$ cat config.mk
export PLATFORM = sky130hd
export DESIGN_NAME = frequency_dump_sequencer
export DESIGN_NICKNAME = d
export VERILOG_FILES = /design/src/rtl/frequency_analyzer_pkg.sv /design/src/rtl/frequency_snapshot_bank.sv /design/src/rtl/frequency_dump_sequencer.sv
export SDC_FILE = /design/constraint.sdc
export NUM_CORES = 1
export LEC_CHECK = 0
export ABC_CLOCK_PERIOD_IN_PS = 6610
export BUFFER_PORTS_ARGS = -buffer_cell sky130_fd_sc_hd__buf_2
export CORE_AREA = 5 5 151 153
export CTS_CLUSTER_DIAMETER = 50
export DETAILED_ROUTE_END_ITERATION = 10
export DIE_AREA = 0 0 156 158
export HOLD_SLACK_MARGIN = 0.05
export MAX_ROUTING_LAYER = met4
export PLACE_DENSITY = 0.75
export SYNTH_ARGS = -nofsm -noshare
export SYNTH_HDL_FRONTEND = slang
export SYNTH_SLANG_ARGS = --single-unit
export TNS_END_PERCENT = 5
$ cat constraint.sdc
create_clock -name clock -period 6.61 [get_ports clock]
set_input_delay 0.3305 -clock clock [delete_from_list [all_inputs] [get_ports clock]]
set_output_delay 0.3305 -clock clock [all_outputs]
set_load 0.02 [all_outputs]
$ cat src/rtl/frequency_analyzer_pkg.sv
// Shared definitions for the frequency dump sequencer: dump FSM states,
// header field placement and the words-per-dump count.
// Optional feature macro: FREQUENCY_DUMP_HEADER_EN (adds a header word).
package frequency_analyzer_pkg;

    typedef enum logic [1:0] {
        ST_IDLE = 2'd0,
        ST_SEND = 2'd1,
        ST_DONE = 2'd2
    } dump_state_t;

    // Header word layout: {dump_seq[15:0], CHANNELS[15:0]}
    localparam int HDR_SEQ_LSB = 16;
    localparam int HDR_SEQ_W   = 16;
    localparam int HDR_CH_LSB  = 0;
    localparam int HDR_CH_W    = 16;

    // Number of stream words emitted per dump.
    function automatic int words_per_dump(input int channels);
`ifdef FREQUENCY_DUMP_HEADER_EN
        return 2 * channels + 1;
`else
        return 2 * channels;
`endif
    endfunction

endpackage

$ cat src/rtl/frequency_snapshot_bank.sv
// Snapshot registers for the per-channel f1/f2 values plus the
// index-to-word read mux. Word k is f_values[k*VALUE_WIDTH +: VALUE_WIDTH].
module frequency_snapshot_bank #(
    parameter int CHANNELS    = 3,
    parameter int VALUE_WIDTH = 32,
    localparam int SW         = $clog2(2 * CHANNELS)
) (
    input  logic                              clock,
    input  logic                              reset,
    input  logic                              i_capture,
    input  logic [2*CHANNELS*VALUE_WIDTH-1:0] i_values,
    input  logic [SW-1:0]                     i_sel,
    output logic [VALUE_WIDTH-1:0]            o_word
);
    localparam int NW = 2 * CHANNELS;

    logic [VALUE_WIDTH-1:0] r_snap [NW];

    // Capture all values at once; reset discards the snapshot.
    always_ff @(posedge clock) begin
        if (reset) begin
            for (int k = 0; k < NW; k++) r_snap[k] <= '0;
        end else if (i_capture) begin
            for (int k = 0; k < NW; k++) r_snap[k] <= i_values[k*VALUE_WIDTH +: VALUE_WIDTH];
        end
    end

    // Select the requested word; out-of-range indices read as zero.
    always_comb begin
        o_word = '0;
        if (32'(i_sel) < NW) o_word = r_snap[i_sel];
    end

endmodule

$ cat src/rtl/frequency_dump_sequencer.sv
// Frequency analyzer control: run flag, analyzer clear pulse, and a
// snapshot dump streamed out over a valid/ready interface.
// Optional feature macro: FREQUENCY_DUMP_HEADER_EN (header word + dump_seq).
module frequency_dump_sequencer
    import frequency_analyzer_pkg::*;
#(
    parameter int CHANNELS    = 3,
    parameter int VALUE_WIDTH = 32
) (
    input  logic                              clock,
    input  logic                              reset,
    input  logic                              start,
    input  logic                              stop,
    input  logic                              clear_request,
    input  logic                              dump_request,
    input  logic [2*CHANNELS*VALUE_WIDTH-1:0] f_values,
    output logic                              analyzer_enable,
    output logic                              analyzer_clear_n,
    output logic [VALUE_WIDTH-1:0]            out_data,
    output logic                              out_valid,
    input  logic                              out_ready,
    output logic                              out_last,
    output logic                              irq,
    output logic                              busy,
    output logic                              dump_overrun
);
    localparam int WORDS = words_per_dump(CHANNELS);
    localparam int IW    = $clog2(WORDS + 1);
    localparam int SW    = $clog2(2 * CHANNELS);

    dump_state_t            r_state, w_next;
    logic [IW-1:0]          r_idx;
    logic                   r_run;
    logic                   r_clr_n;
    logic                   r_clr_pend;
    logic                   r_overrun;
    logic                   w_capture;
    logic                   w_final;
    logic [SW-1:0]          w_sel;
    logic [VALUE_WIDTH-1:0] w_val;
    logic [VALUE_WIDTH-1:0] w_word;

    assign w_capture = (r_state == ST_IDLE) && dump_request;
    assign w_final   = (r_idx == IW'(WORDS - 1));

    frequency_snapshot_bank #(
        .CHANNELS    (CHANNELS),
        .VALUE_WIDTH (VALUE_WIDTH)
    ) u_bank (
        .clock     (clock),
        .reset     (reset),
        .i_capture (w_capture),
        .i_values  (f_values),
        .i_sel     (w_sel),
        .o_word    (w_val)
    );

`ifdef FREQUENCY_DUMP_HEADER_EN
    logic [15:0] r_seq;
    logic [31:0] w_hdr;

    // Count completed dumps; wraps naturally at 16 bits.
    always_ff @(posedge clock) begin
        if (reset) r_seq <= '0;
        else if (r_state == ST_DONE) r_seq <= r_seq + 16'd1;
    end

    // Word 0 is the header, words 1.. map onto snapshot values 0..
    always_comb begin
        w_hdr = '0;
        w_hdr[HDR_SEQ_LSB +: HDR_SEQ_W] = r_seq;
        w_hdr[HDR_CH_LSB  +: HDR_CH_W]  = 16'(CHANNELS);
        w_sel  = SW'(r_idx - IW'(1));
        w_word = (r_idx == '0) ? VALUE_WIDTH'(w_hdr) : w_val;
    end
`else
    // Word index maps directly onto snapshot values.
    always_comb begin
        w_sel  = SW'(r_idx);
        w_word = w_val;
    end
`endif

    // Dump FSM state register.
    always_ff @(posedge clock) begin
        if (reset) r_state <= ST_IDLE;
        else       r_state <= w_next;
    end

    // Next state and stream/status outputs.
    always_comb begin
        w_next    = r_state;
        out_valid = 1'b0;
        out_last  = 1'b0;
        out_data  = '0;
        irq       = 1'b0;
        busy      = 1'b0;
        case (r_state)
            ST_IDLE: if (dump_request) w_next = ST_SEND;
            ST_SEND: begin
                out_valid = 1'b1;
                out_last  = w_final;
                out_data  = w_word;
                busy      = 1'b1;
                if (out_ready && w_final) w_next = ST_DONE;
            end
            ST_DONE: begin
                irq    = 1'b1;
                busy   = 1'b1;
                w_next = ST_IDLE;
            end
            default: w_next = ST_IDLE;
        endcase
    end

    // Word index: restart on capture, advance on each non-final transfer.
    always_ff @(posedge clock) begin
        if (reset)                                         r_idx <= '0;
        else if (w_capture)                                r_idx <= '0;
        else if (r_state == ST_SEND && out_ready && !w_final) r_idx <= r_idx + IW'(1);
    end

    // Run flag: stop has priority over start.
    always_ff @(posedge clock) begin
        if (reset)      r_run <= 1'b0;
        else if (stop)  r_run <= 1'b0;
        else if (start) r_run <= 1'b1;
    end

    // Sticky flag for dump requests dropped while a dump is in flight.
    always_ff @(posedge clock) begin
        if (reset)                     r_overrun <= 1'b0;
        else if (dump_request && busy) r_overrun <= 1'b1;
    end

    // Clear pulse: immediate when idle, deferred to the first idle cycle
    // after DONE when requested during a dump.
    always_ff @(posedge clock) begin
        if (reset) begin
            r_clr_n    <= 1'b1;
            r_clr_pend <= 1'b0;
        end else begin
            r_clr_n <= 1'b1;
            case (r_state)
                ST_IDLE: if (clear_request) r_clr_n <= 1'b0;
                ST_SEND: if (clear_request) r_clr_pend <= 1'b1;
                ST_DONE: if (clear_request || r_clr_pend) begin
                    r_clr_n    <= 1'b0;
                    r_clr_pend <= 1'b0;
                end
                default: ;
            endcase
        end
    end

    assign analyzer_enable  = r_run;
    assign analyzer_clear_n = r_clr_n;
    assign dump_overrun     = r_overrun;

endmodule

==> reports/qor.yml <==
htree_levels: 1
fin_crit_sh_pct: 46.91
drive_above_1_share_pct: 34.15
grt.busiest_layer: "met2"
status: "complete, no violations"
use_met1_pct: 21.47
max_slew_margin_pct: 28.09
syn_to_final_growth_pct: 22.11
numPortBuffers: 237
report.final.slew_viol_count: 0
floorplan.initialDensity_pct: 43.73
worstSetupStartpointType: "flop"
cts_tree: "built"
fin_setup_tns_ps: 0
final_antenna_net_count: 0
grt_first_pass_wirelength_um: 32240
fin_worst_skew_ps: 9.084
synthCells: 656
max_slew.worst_pin.slew_ps: 1079
post_cts_resize_count: 0
final_cell_mix: "buf_2, and2_1, edfxtp_1"
clk-insertion-delay-late_ps: 500
crit_slowest_cell: "clkinv_4"
drt_iter0_drc: 329
die-area_mm2: 0.02465
crit_required_ps: 6710
synth_nets: 862
final-seq-area_mm2: 0.006012
viasPerCell: 4.985
grt_start_max_net_pins: 115
ys_ff_latch: 204
core.rowCount: 54
crit_fanout: 114
die_h_um: 158
synthTopCellsByArea: "edfxtp_1, and2_1, mux2_1, mux2i_1, dfxtp_1"
end_kind: "flop"
multi_input_area_mm2: 0.003053
antenna_found_initial: 2
rrSetupSlack_ps: 3510
wl_per_cell_um: 17.93
path_cells: "inv_1, ha_1, a21oi_1, clkinv_4, buf_4"
grt.overflow.total: 0
p_leak_nw: 4.685
cts.sinks: 204
drv_cap: 0
path_class: "flop to flop"
drt_wl_total_um: 21140
powerDensity_mw_per_mm2: 334.9
ir_worst_vdd_mv: 0.1894
dp_hpwl_um: 13840
hold_violations: 0
min_period_ps: 3101
netlist_area_mm2: 0.009365
grt_setup_unrepaired: "false"
totalPowerFinal_w: 0.003830
core_mm2: 0.02142
vias: 5877
cp.arrival_ps: 3200
ctsLongestPathBuffers: 3
yosysUniqueCellTypes: 33
nets: 1085
fmax_mhz: 322.5
ioPinCount: 238
yosys_warnings: 0
yosysTopAreaCell: "edfxtp_1"
gr-usage-all-layers_pct: 17.02
syn-mean-instance-area_um2: 14.28
post-cts-setup-buffers: 0
nFillCells: 1774
gp_congestion: 0.7555
drc: 0
final_common_cell: "buf_2"
grt_use_met3_pct: 2.870
hp-class: "input port to flop"
die_x_um: 156
grt_pass1_vias: 6206
critical_path.max_stage_delay_ps: 730
drtPass1Iterations: 4
ys_seq_area_share_pct: 64.13
cts_made_buffers: 24
hold_buffers: 2
grt_use_met2_pct: 28.47
setup_violations: 0
yosys.area.top_type_share_pct: 61.56
cts_root_buffer: "clkbuf_16"
hold_ws_ps: 84.89
clk_transition_reported_paths_ps: 60
-- flip-flops by register name, summed over array words and instances, names as in the netlist, named ones only --
| name | flops |
|---|---|
| analyzer_enable | 1 |
| analyzer_clear_n | 1 |
| dump_overrun | 1 |
| r_clr_pend | 1 |
| u_bank.r_snap | 192 |
| r_idx | 3 |
| r_state | 2 |
-- power by group --
| group | switching (W) | internal [W] |
|---|---|---|
| Sequential | 0.0000753 | 0.00177 |
| Clock | 0.000504 | 0.000729 |
| Combinational | 0.000468 | 0.000287 |
-- layer usage --
| metal | vias up | share of wire [%] | wire [µm] |
|---|---|---|---|
| met5 | - | 0 | 0 |
| met4 | 0 | 2.1 | 436 |
| met3 | 31 | 6.4 | 1355 |
| met2 | 194 | 49 | 10430 |
| met1 | 2810 | 42 | 8918 |
| li1 | 2842 | - | - |
-- path summary, 6_finish.rpt --
check,to,startpoint,cells past startpoint
worst min-delay path,analyzer_enable$_SDFFE_PP0P_,start,3
worst max register to register,u_bank.r_snap[2][0]$_SDFFCE_PN0P_,r_state[0]$_SDFFE_PP0P_,5
worst min register to register,analyzer_enable$_SDFFE_PP0P_,analyzer_enable$_SDFFE_PP0P_,2
worst max-delay path,u_bank.r_snap[2][0]$_SDFFCE_PN0P_,r_state[0]$_SDFFE_PP0P_,5
-- cell type report --
type	instances	share of cell area [%]
clock buffers	28	5.569
clock inverters	15	0.9519
diodes	3	0.06565
flip-flops and latches	204	52.57
multi-input cells	400	26.70
repair buffers	244	10.88
inverters	5	0.2079
well taps	280	3.063
-- critical path: cells and delay by family (launching register included) --
family | cells | cell delay (ps)
adder cells (fa/ha/maj) | 1 | 260
flip-flops | 1 | 380
AO/OA/AOI/OAI | 1 | 290
buffers and inverters | 3 | 1560
-- logic make-up after synthesis --
group,after synthesis,share of synthesized area (%)
buffers and inverters,52,3.407
multiplexers,98,11.33
adder cells (fa/ha/maj),7,0.9352
AO/OA/AOI/OAI,79,6.039
AND/OR/NAND/NOR,216,14.16
flip-flops,204,64.13
-- metrics by stage --
step	setup WS (ps)	instance area, µm²	util (%)	cells
floorplan	1544	9365	-	656
global placement	3692	10660	49.78	1131
detailed placement	3525	10660	49.78	1131
CTS	3502	11430	53.36	1176
global route	3254	11430	53.38	1178
finish	3509	11440	53.39	1179
-- synth_stat cells --
library cell  number
nor2_1             5
buf_1              1
nand2b_1           6
a311oi_1           1
mux2i_1           34
nand3_1            1
and3_1             1
buf_6              1
o22ai_1           32
nand2_1            4
edfxtp_1         192
mux2_2            16
ha_1               7
nor2b_1            2
o21ai_0            3
nor3_1             1
a21oi_1            8
mux2_1            48
clkbuf_1          16
buf_2              8
a211oi_1          25
or3_1              2
clkbuf_2           9
inv_1              5
and2_1           193
a211oi_2           7
dfxtp_1           12
buf_12             1
buf_8              5
o41ai_1            2
or2_1              1
buf_4              6
o311ai_0           1
(Power assumes the default switching activity.)
